## config.mk

```make
export PLATFORM = sky130hd
export DESIGN_NAME = matinv_check
export DESIGN_NICKNAME = d
export VERILOG_FILES = /design/src/rtl/matinv_check.sv
export SDC_FILE = /design/constraint.sdc
export NUM_CORES = 1
export LEC_CHECK = 0
export CAP_MARGIN = 20
export CORE_ASPECT_RATIO = 1.75
export CORE_MARGIN = 4
export CORE_UTILIZATION = 53
export DETAILED_ROUTE_END_ITERATION = 10
export GPL_TIMING_DRIVEN = 0
export HOLD_SLACK_MARGIN = 0.06
export PLACE_DENSITY_LB_ADDON = 0.2
export SYNTH_ARGS = -nofsm -noshare
export SYNTH_HDL_FRONTEND = slang
export SYNTH_SLANG_ARGS = --single-unit
```

## constraint.sdc

```tcl
create_clock -name clk -period 9.05 [get_ports clk]
set_input_delay 1.3575 -clock clk [delete_from_list [all_inputs] [get_ports clk]]
set_output_delay 1.3575 -clock clk [all_outputs]
set_load 0.01 [all_outputs]
```

## src/rtl/matinv_check.sv

```systemverilog
// matinv_check: multiplies a matrix by its claimed inverse with one shared MAC
// and checks the product against identity within a tolerance.
module matinv_check #(
    parameter int DATA_WIDTH  = 16,
    parameter int BIN_POS     = 8,
    parameter int MATRIX_SIZE = 3,
    parameter int TOL         = 4
) (
    input  logic                                         clk,
    input  logic                                         rst,
    input  logic                                         i_start,
    input  logic [MATRIX_SIZE*MATRIX_SIZE*DATA_WIDTH-1:0] i_matrix,
    input  logic [MATRIX_SIZE*MATRIX_SIZE*DATA_WIDTH-1:0] i_inv,
    output logic                                         o_busy,
    output logic                                         o_done,
    output logic                                         o_pass,
    output logic [DATA_WIDTH-1:0]                        o_max_err
);
    localparam int N  = MATRIX_SIZE;
    localparam int DW = DATA_WIDTH;
    localparam int CW = N > 1 ? $clog2(N) : 1;
    localparam int AW = 2*DW + $clog2(N) + 1;
    localparam logic [CW-1:0] LAST = CW'(N-1);
    localparam logic [AW:0] ONE = (AW+1)'(1) << BIN_POS;
    localparam logic [AW:0] TOL_W = (AW+1)'(TOL);

    typedef enum logic [1:0] {IDLE, MAC, CMP, DONE} state_t;
    state_t state, state_n;

    logic signed [DW-1:0] a [N][N];
    logic signed [DW-1:0] b [N][N];
    logic [CW-1:0] r, c, k;
    logic signed [AW-1:0] acc;
    logic [AW:0] max_err, diff, err, max_n;
    logic signed [2*DW-1:0] prod;
    logic last;

    always_ff @(posedge clk)
        if (state == IDLE && i_start)
            for (int i = 0; i < N; i++)
                for (int j = 0; j < N; j++) begin
                    a[i][j] <= i_matrix[(i*N+j)*DW +: DW];
                    b[i][j] <= i_inv[(i*N+j)*DW +: DW];
                end

    always_comb begin
        prod    = a[r][k] * b[k][c];
        diff    = {acc[AW-1], acc >>> BIN_POS} - (r == c ? ONE : '0);
        err     = diff[AW] ? -diff : diff;
        max_n   = err > max_err ? err : max_err;
        last    = r == LAST && c == LAST;
        state_n = state;
        case (state)
            IDLE:    state_n = i_start ? MAC : IDLE;
            MAC:     state_n = k == LAST ? CMP : MAC;
            CMP:     state_n = last ? DONE : MAC;
            default: state_n = IDLE;
        endcase
    end

    always_ff @(posedge clk or posedge rst)
        if (rst) state <= IDLE;
        else state <= state_n;

    always_ff @(posedge clk or posedge rst)
        if (rst) begin
            r         <= '0;
            c         <= '0;
            k         <= '0;
            acc       <= '0;
            max_err   <= '0;
            o_pass    <= 1'b0;
            o_max_err <= '0;
        end else if (state == IDLE && i_start) begin
            r         <= '0;
            c         <= '0;
            k         <= '0;
            acc       <= '0;
            max_err   <= '0;
            o_pass    <= 1'b0;
            o_max_err <= '0;
        end else if (state == MAC) begin
            acc <= acc + {{(AW-2*DW){prod[2*DW-1]}}, prod};
            k   <= k + CW'(1);
        end else if (state == CMP) begin
            acc     <= '0;
            k       <= '0;
            max_err <= max_n;
            c       <= c == LAST ? '0 : c + CW'(1);
            r       <= c == LAST ? r + CW'(1) : r;
            // Results are loaded on the final compare so they are visible alongside o_done
            if (last) begin
                o_pass    <= max_n <= TOL_W;
                o_max_err <= |max_n[AW:DW] ? '1 : max_n[DW-1:0];
            end
        end

    assign o_busy = state == MAC || state == CMP;
    assign o_done = state == DONE;
endmodule
```

# == Word-level counts from Yosys, hierarchy flattened ==
# Memory sizes are Yosys's and may differ from the RTL's.
# Cells that the tools add are included.
# word_totals
romBits,0
in_bits,291
ff_bits,96
output_inout_bits,19
latch_bits,0
n_memories,2
word_cells,84
ramBits,288
# memory_table
name,depth,word_bits,read_ports,rd_clocked_by_memory_dff,write_ports,line_no,source
a,3,48,1,0,3,30,logic signed [DW-1:0] a [N][N];
b,3,48,1,0,3,31,logic signed [DW-1:0] b [N][N];
# classes
mux,41
bitwise,2
order_cmp,4
n_eq_ne,8
mul,1
n_div,0
addsub,6
reduce_logical,12
n_shift,0
# op_table
cell,count
36-bit 2-to-1 mux,5
16-bit 2-to-1 mux,9
35-bit 2-to-1 mux,3
16-bit binary-select mux with 2-bit select,2
36-bit greater-than comparator,1
36-bit by 3-bit less-or-equal comparator with 1-bit output (second input constant),1
36-bit negation,1
35-bit adder,1
16-bit by 16-bit multiplier with 32-bit output,1
27-bit by 10-bit subtractor with 28-bit output,1
2-bit 2-to-1 mux,13
20-bit OR reduction,1
2-bit == test (second input constant),5
9-bit 2-to-1 mux,1
1-bit 2-to-1 mux,7
2-bit by 1-bit adder with 2-bit output (second input constant),3
3-bit >= comparator (second input constant),2
2-bit NOT with 3-bit output,2
2-bit case mux with 3 select lines,1
3-bit AND reduction,2
2-bit nonzero test,3
3-bit nonzero test,1
2-bit by 1-bit == test with 1-bit output (second input constant),1
2-bit == test,1
other kinds (5),6

# == Logic depth before layout (Yosys ltp) ==
# Gate-level depths: netlist (run 1).
# depth
word_depth,13
depth_mapped,46

# == Worst setup path before layout (run 1) ==
# OpenSTA, ideal clock, no wires.
# synth_timing
path_type,register to register
from,register r[0]
to,register acc[34]
stages_incl_launch_ff,44
arrival_ns,9.972
required_time_ns,8.963
path_slack_ns,-1.009
cell_sequence,dfrtp_1 clkbuf_1 clkbuf_1 clkbuf_1 buf_2 mux2i_1 nor2_1 a21oi_1 o22a_1 clkbuf_1 nor2_1 fa_1 inv_1 fa_1 fa_1 inv_1 fa_1 fa_1 (+8 left out) o31a_1 nor2b_1 o21a_1 o21ai_0 nand2b_1 a21oi_1 xnor2_1 ha_1 a21oi_1 o21bai_1 a21o_1 nor3b_1 a21oi_1 a211oi_1 xor2_1 xnor2_1 nand3_1 o211ai_1
# synth_between
elab_chain_cells,8
# synth_lines
item,line_no,source
from (decl),32,"logic [CW-1:0] r, c, k;"
from (signal assigned),90,r <= c == LAST ? r + CW'(1) : r;
memory 3 x 48 bit,n/a,
16-bit binary-select mux with 2-bit select,47,prod = a[r][k] * b[k][c];
16-bit 2-to-1 mux (implied by the code) (2 in a row),47,
16-bit by 16-bit multiplier with 32-bit output,47,
35-bit adder,83,"acc <= acc + {{(AW-2*DW){prod[2*DW-1]}}, prod};"
35-bit 2-to-1 mux,82,end else if (state == MAC) begin
35-bit 2-to-1 mux,74,end else if (state == IDLE && i_start) begin
to (signal assigned),83,
to (decl),33,logic signed [AW-1:0] acc;
# No other way between the ends. The select of a mux whose other input is x is not followed.
# A chain may end at the register's enable or synchronous reset.

# == Worst setup path after layout (run 1) ==
# layout_timing
from,register k[0]
to,register acc[34]
# layout_between
elab_chain_cells,8
word_cells_on_any_way,12
classes_between,1 x add/sub; 1 x mul; 8 x mux; 1 x bitwise; 1 x memory
# layout_lines
item,line_no,source
from (decl),32,
from (signal assigned),84,k <= k + CW'(1);
memory 3 x 48 bit / 2-bit NOT with 3-bit output (equally long branches),n/a,
16-bit binary-select mux with 2-bit select,47,
16-bit 2-to-1 mux (implied by the code) (2 in a row),47,
16-bit by 16-bit multiplier with 32-bit output *,47,
35-bit adder *,83,
35-bit 2-to-1 mux *,82,
35-bit 2-to-1 mux *,74,
# Mark *: on every way between the ends. The rest lies on a longest branch, timed or not. The select of a mux whose other input is x is not followed.

==> implementation parameters, run 1 <==
Parameter                              Value

Status
  Status    finished with violations
  Violations in the final reports    setup timing

GRT
  Via count of the first global-routing pass    23800
  GR Overflow Total    0
  Number of antenna violations at the first check in global routing    8
  Total global routing track utilization    30.2%
  Maximum number of pins on one net before global-route repair    150
  Global-route wire length before repair    132000 um

Final layout
  Fraction of layout cells with a size suffix above 1    18.3%
  Filler cell count    3768
  Layout Nets    3796
  Area added between synthesis and finish    29.8%

Floorplan
  DIE WIDTH    183 um
  Chip height    314 um
  Num ports    310
  Initial core utilization    53.9%
  Core area    0.0526 mm2
  Row Count    111
  Die area    0.0574 mm2

Logic synthesis
  Synthesis warning total    0
  Post-Syn Area    0.0283 mm2
  Share of async-settable or async-resettable flops after synthesis    25.0%
  Mean instance size in the synthesized netlist    11.1 um2
  Synth Instances    2552
  Number of synthesized register bits    384
  Post-synth cell types    76
  Proportion of synthesized chip area in sequential cells    39.0%
  Primary flip-flop cell chosen by synthesis mapping    sky130_fd_sc_hd__edfxtp_1
  EDFF count, synth    288

Route
  Drt first-iter violations    1271
  Met3 layer wire length in the routed design    4380 um
  Routed length on met2    47700 um
  Wire length after detailed routing    87600 um
  First-pass iteration count of the detailed router    7
  Average detailed-routed wire length per instance    23.1 um
  WL met1    27500 um
  DR DRC count    0
  Max Used Layer    met4
  Antenna-violating nets left    0
  Via count    21600
  Vias per cell    5.68

Job
  Maximum capacitance violations    0

Clocking
  Clk Latency, worst-skew pair    570 ps
  Clock slew seen by the registers of the worst setup and hold paths    70 ps
  Clock tree from TritonCTS    yes
  Clk sinks    384
  Maximum level of the CTS H-tree    2
  Cts bufs inserted    38
  Bufs on Longest Clock Path    3
  # hold bufs at CTS    0
  Cell chosen for the clock root    sky130_fd_sc_hd__clkbuf_16

Timing
  Maximum operating frequency    0.106 GHz
  Transition time of the tightest slew-check pin    916 ps
  Final hold violation count    0
  Unrepaired setup endpoints after global routing    yes
  Total count of max-transition violations in the final report    0
  Final setup violation count    11
  Crit path time final    9410 ps
  Setup total negative slack    -2260 ps
  Maximum clock skew at final layout    24.3 ps
  Fin crit share    104%
  Relative max-transition margin    38.7%
  Setup slack after layout    -363 ps

Worst hold path
  WHS Path Cells    2
  Hold path startpoint    acc[6]
  Worst hold path endpoint    acc[6]
  Hold crit path type    reg -> reg

Critical path
  Register-to-register path setup slack    -360 ps
  Data arrival at the endpoint of the critical path    9890 ps
  CP peak stage delay    560 ps
  End of the worst register-to-register path    acc[34]
  CP Launch Type    flip-flop
  Capturing element type of the critical path    flip-flop
  Critical path's slowest cell    sky130_fd_sc_hd__fa_2
  Critical Path Fanout Max    10
  Kind of critical path    reg -> reg
  Most frequent cell on the critical path    sky130_fd_sc_hd__fa_1
  Start of the worst register-to-register path    k[0]
  Critical path required time    9520 ps
  Depth of the most critical reg-to-reg path    41

Place
  Worst setup timing slack at the placement stage    -2670 ps
  RePlAce Congestion    0.966
  Detailed Place HPWL    67500 um
  Port bufs    309
-- critical path: cells and delay by family, from the launching register on --
kind | cells | cell delay, ps
compound gates | 13 | 2370
xor+xnor | 3 | 540
flops | 1 | 370
mux | 1 | 330
fa+ha+maj | 8 | 3580
buf+inv | 8 | 880
simple gates | 8 | 1260
-- sequential cells by signal, summed over array words and instances (netlist names) --
| register | flops |
|---|---|
| a | 144 |
| acc | 35 |
| b | 144 |
| c | 2 |
| k | 2 |
| max_err | 36 |
| o_max_err | 16 |
| o_pass | 1 |
| r | 2 |
| state | 2 |
-- timing repair --
action	in CTS	in global routing
endpoints found under the setup margin	21	18
gates cloned	3	1
pin swaps	93	92
endpoints found under the hold margin	0	0
setup buffers	113	56
resized for setup	281	104
-- metal layers --
layer,vias to the layer above,GRT usage (%)
li1,9721,-
met1,10700,28.9
met2,860,56.8
met3,306,4.47
met4,0,22.9
met5,-,0
-- through the flow --
stage | area (um2) | hold WS (ps) | util, % | std cells
final | 36800 | 502 | 69.9 | 3795
after global routing | 36800 | 531 | 69.9 | 3795
after CTS | 36000 | 504 | 68.4 | 3734
after detailed placement | 32500 | 490 | 61.8 | 3552
after global placement | 32400 | 469 | 61.6 | 3547
after floorplan | 28500 | 456 | - | 2560
-- how the worst max path moves through the flow --
stage / start / endpoint / slack (ps) / cells after the start
final: k[0] / acc[34] / -360 / 41
after global routing: k[0] / acc[34] / -760 / 41
after CTS: k[0] / acc[34] / -240 / 41
after detailed placement: c[0] / acc[34] / -2670 / 40
after global placement: c[0] / acc[34] / -2520 / 40
after floorplan: k[0] / acc[34] / 10 / 40
-- cells in the mapped netlist (all sizes together), types with 61 or more instances --
library cell | count | area (um2)
a21oi | 131 | 693
clkbuf | 69 | 260
dfrtp | 96 | 2400
edfxtp | 288 | 8650
fa | 263 | 5270
ha | 162 | 2030
inv | 390 | 1460
mux2i | 61 | 611
nand2 | 170 | 638
nor2 | 206 | 776
o21ai | 96 | 484
xnor2 | 70 | 613
-- cells in the final DEF (no fill, tap or decap), drive strengths merged, types with 17 or more instances in the layout --
cell,n
mux4,32
fa,263
nor3,26
nand2b,26
xnor2,70
nor4,21
mux2i,61
and2,19
mux2,17
clkbuf,98
a22o,19
buf,209
inv,396
a21oi,131
a21o,39
nor2,206
nor2b,34
nand3,42
dfrtp,96
o21ai,96
clkdlybuf4s50,309
xor2,37
ha,162
or2,17
edfxtp,288
nand2,170
-- cells by family (layout without fill, tap and decap cells) --
kind of cell | count (synthesis) | count (layout) | synth area share, %
compound gates | 423 | 423 | 9.73
mux | 110 | 110 | 5.37
other cells | 1 | 17 | 0.0132
xor+xnor | 107 | 107 | 3.31
flops | 384 | 384 | 39.0
simple gates | 616 | 616 | 10.3
fa+ha+maj | 425 | 425 | 25.7
buf+inv | 486 | 1035 | 6.59
-- cell type report --
type / instances / area, um2 / area share [%]
timing repair buffer: 483 / 4650 / 12.6
sequential: 384 / 11100 / 30.0
inverter: 391 / 1480 / 4.02
clock buffer: 42 / 976 / 2.65
tap: 678 / 848 / 2.31
clock inverter: 27 / 377 / 1.02
multi-input combinational: 1690 / 16400 / 44.7
buffer: 92 / 951 / 2.58
antenna: 8 / 20.0 / 0.0544
Power of run 1 is left out: the tool's default activity adds up to more than one toggle a clock period on the data nets, which glitch-free logic cannot reach.
==> run 2, diff against run 1 <==
--- a/config.mk
+++ b/config.mk
@@ -5,7 +5,6 @@
 export SDC_FILE = /design/constraint.sdc
 export NUM_CORES = 1
 export LEC_CHECK = 0
-export CAP_MARGIN = 20
 export CORE_ASPECT_RATIO = 1.75
 export CORE_MARGIN = 4
 export CORE_UTILIZATION = 53
==> run 2 against run 1 <==
- the run still ends with setup timing left
- count of clock-buffer cells in the layout increased by 3
- non-clock buffer count down 23
- flip-flop and latch count is the same
- sequential share of layout area grew 0.20 points
- cell area down 0.66%
- clock skew down 8.4 ps
- wire length about the same
- die area unchanged
==> implementation parameters, run 2 (same netlist as run 1, synthesis figures left out) <==
Parameter                              Value

Timing
  Crit path time final    9410 ps (+1.12 ps)
  Transition time of the tightest slew-check pin    990 ps (+74.7 ps)
  Final setup violation count    6 (-5)
  Final hold violation count    0 (unchanged)
  Setup slack after layout    -364 ps (-1.12 ps)
  Hold_ws    494 ps (-7.99 ps)
  Relative max-transition margin    34.0% (-4.8 points)
  Total count of max-transition violations in the final report    0 (unchanged)
  Maximum clock skew at final layout    15.9 ps (-8.44 ps)
  Unrepaired setup endpoints after global routing    yes
  Fin crit share    104% (about the same)
  Maximum operating frequency    0.106 GHz (about the same)

Route
  Via count    21400 (-0.76%)
  Drt first-iter violations    1198 (-5.7%)
  DR DRC count    0 (unchanged)
  Antenna-violating nets left    0 (unchanged)
  First-pass iteration count of the detailed router    5 (-2)
  Vias per cell    5.67 (-0.16%)
  Wire length after detailed routing    87600 um (about the same)
  Average detailed-routed wire length per instance    23.2 um (+0.70%)

Clocking
  Cell chosen for the clock root    sky130_fd_sc_hd__clkbuf_16
  # hold bufs at CTS    0 (unchanged)
  Clock slew seen by the registers of the worst setup and hold paths    70 ps (about the same)
  Clock tree from TritonCTS    yes
  Bufs on Longest Clock Path    3 (unchanged)
  Maximum level of the CTS H-tree    2 (unchanged)
  Clk sinks    384 (unchanged)
  Cts bufs inserted    38 (unchanged)
  Clk Latency, worst-skew pair    570 ps (about the same)

Critical path
  CP peak stage delay    560 ps (about the same)
  Data arrival at the endpoint of the critical path    9880 ps (about the same)
  Cell class contributing the biggest share of worst-path delay    adder cells
  Most frequent cell on the critical path    sky130_fd_sc_hd__fa_1
  Capturing element type of the critical path    flip-flop
  Critical Path Fanout Max    10 (unchanged)
  Worst Path Buf+Inv    11 (+3)
  Start of the worst register-to-register path    k[0]
  Depth of the most critical reg-to-reg path    41 (unchanged)
  CP Launch Type    flip-flop
  Launch point of the worst path    k[0]
  Critical path required time    9520 ps (about the same)
  Cell count along the critical path    41 (unchanged)
  Kind of critical path    reg -> reg
  Critical path's slowest cell    sky130_fd_sc_hd__fa_2

Worst hold path
  WHS Path Cells    2 (unchanged)
  Hold crit path type    reg -> reg
  Hold path startpoint    acc[3]

Final layout
  Biggest registers after layout    a: 144 flops, b: 144 flops, max_err: 36 flops
  Most common library cell in the layout ignoring fill and taps    sky130_fd_sc_hd__inv_1
  Fraction of layout cells with a size suffix above 1    17.0% (-1.3 points)
  Leading cell types in the layout, fill and taps excluded    sky130_fd_sc_hd__inv_1 (377), sky130_fd_sc_hd__clkdlybuf4s50_1 (309), sky130_fd_sc_hd__edfxtp_1 (288)
  Layout Nets    3773 (-0.61%)
  Final Util    69.4% (-0.46 points)
  Area added between synthesis and finish    28.9%

Place
  RePlAce Congestion    0.966 (unchanged)
  Port bufs    309 (unchanged)
  Detailed Place HPWL    67400 um (-0.11%)
  Worst setup timing slack at the placement stage    -2740 ps (-71.5 ps)

GRT
  Via count of the first global-routing pass    23600 (-0.97%)
  Maximum number of pins on one net before global-route repair    150 (unchanged)
  GR Overflow Total    0 (unchanged)
  Total global routing track utilization    30.3% (+0.098 points)
  Global-route wire length before repair    132000 um (about the same)
  Number of antenna violations at the first check in global routing    7 (-1)

Job
  Maximum capacitance violations    0 (unchanged)

Floorplan
  Die area    0.0574 mm2 (unchanged)
  Chip height    314 um (unchanged)
  Core area    0.0526 mm2 (unchanged)
  Num ports    310 (unchanged)
  Row Count    111 (unchanged)
  Initial core utilization    53.9% (unchanged)
  DIE WIDTH    183 um (unchanged)

Status
  Violations in the final reports    setup timing
  Status    finished with violations
[run 2: cell count changes in the layout (fill, tap and decap cells not counted), sizes merged]
cell,change
buf,-25
diode,-1
clkdlybuf4s15,+1
inv,-2
clkbuf,+4
[run 2: stage by stage]
| stage | instances | cell area, um2 | TNS, ps |
|---|---|---|---|
| finish | 3772 | 36500 | -1120 |
| global route | 3772 | 36500 | -3640 |
| CTS | 3720 | 35900 | -1410 |
| detailed placement | 3551 | 32500 | -34800 |
| global placement | 3547 | 32400 | -34250 |
| floorplan | 2560 | 28500 | 0 |
[run 2: path summary, 6_finish.rpt]
check	to	slack (ps)
min reg2reg	acc[3]	490
max reg2reg	acc[34]	-360
min	acc[3]	490
min in group asynchronous	o_max_err[11]	1160
max in group asynchronous	k[0]	7140
max	acc[34]	-360
[run 2: tightest hold or removal path, delay by kind of cell, from the launching register on]
family	cells	cell delay (ps)
and+or+nand+nor	1	50
DFF	1	350
AOI/OAI and AO/OA	1	60
[run 2: per-layer routing]
layer  vias up  global-route usage [%]  routed length (um)
met3       309                    4.34                3940
met2       759                    57.2               47700
met5         -                       0                   0
met4         0                    21.7                7900
li1       9673                       -                   -
met1     10700                    29.4               28100
[run 2: repair_timing]
| action | CTS | global route |
|---|---|---|
| pin swaps | 83 | 30 |
| resized for setup | 264 | 77 |
| endpoints found under the setup margin | 22 | 18 |
| cloned | 3 | 2 |
| setup buffers | 99 | 43 |
[run 2: layout make-up]
type / instances / area (um2)
Multi-Input combinational cell: 1690 / 16400
Clock buffer: 45 / 1010
Clock inverter: 25 / 334
Tap cell: 678 / 848
Antenna cell: 7 / 17.5
Fill cell: 3779 / 16100
Inverter: 391 / 1480
Sequential cell: 384 / 11100
Timing Repair Buffer: 460 / 4480
Buffer: 92 / 917
Power of run 2 is left out for the same reason.
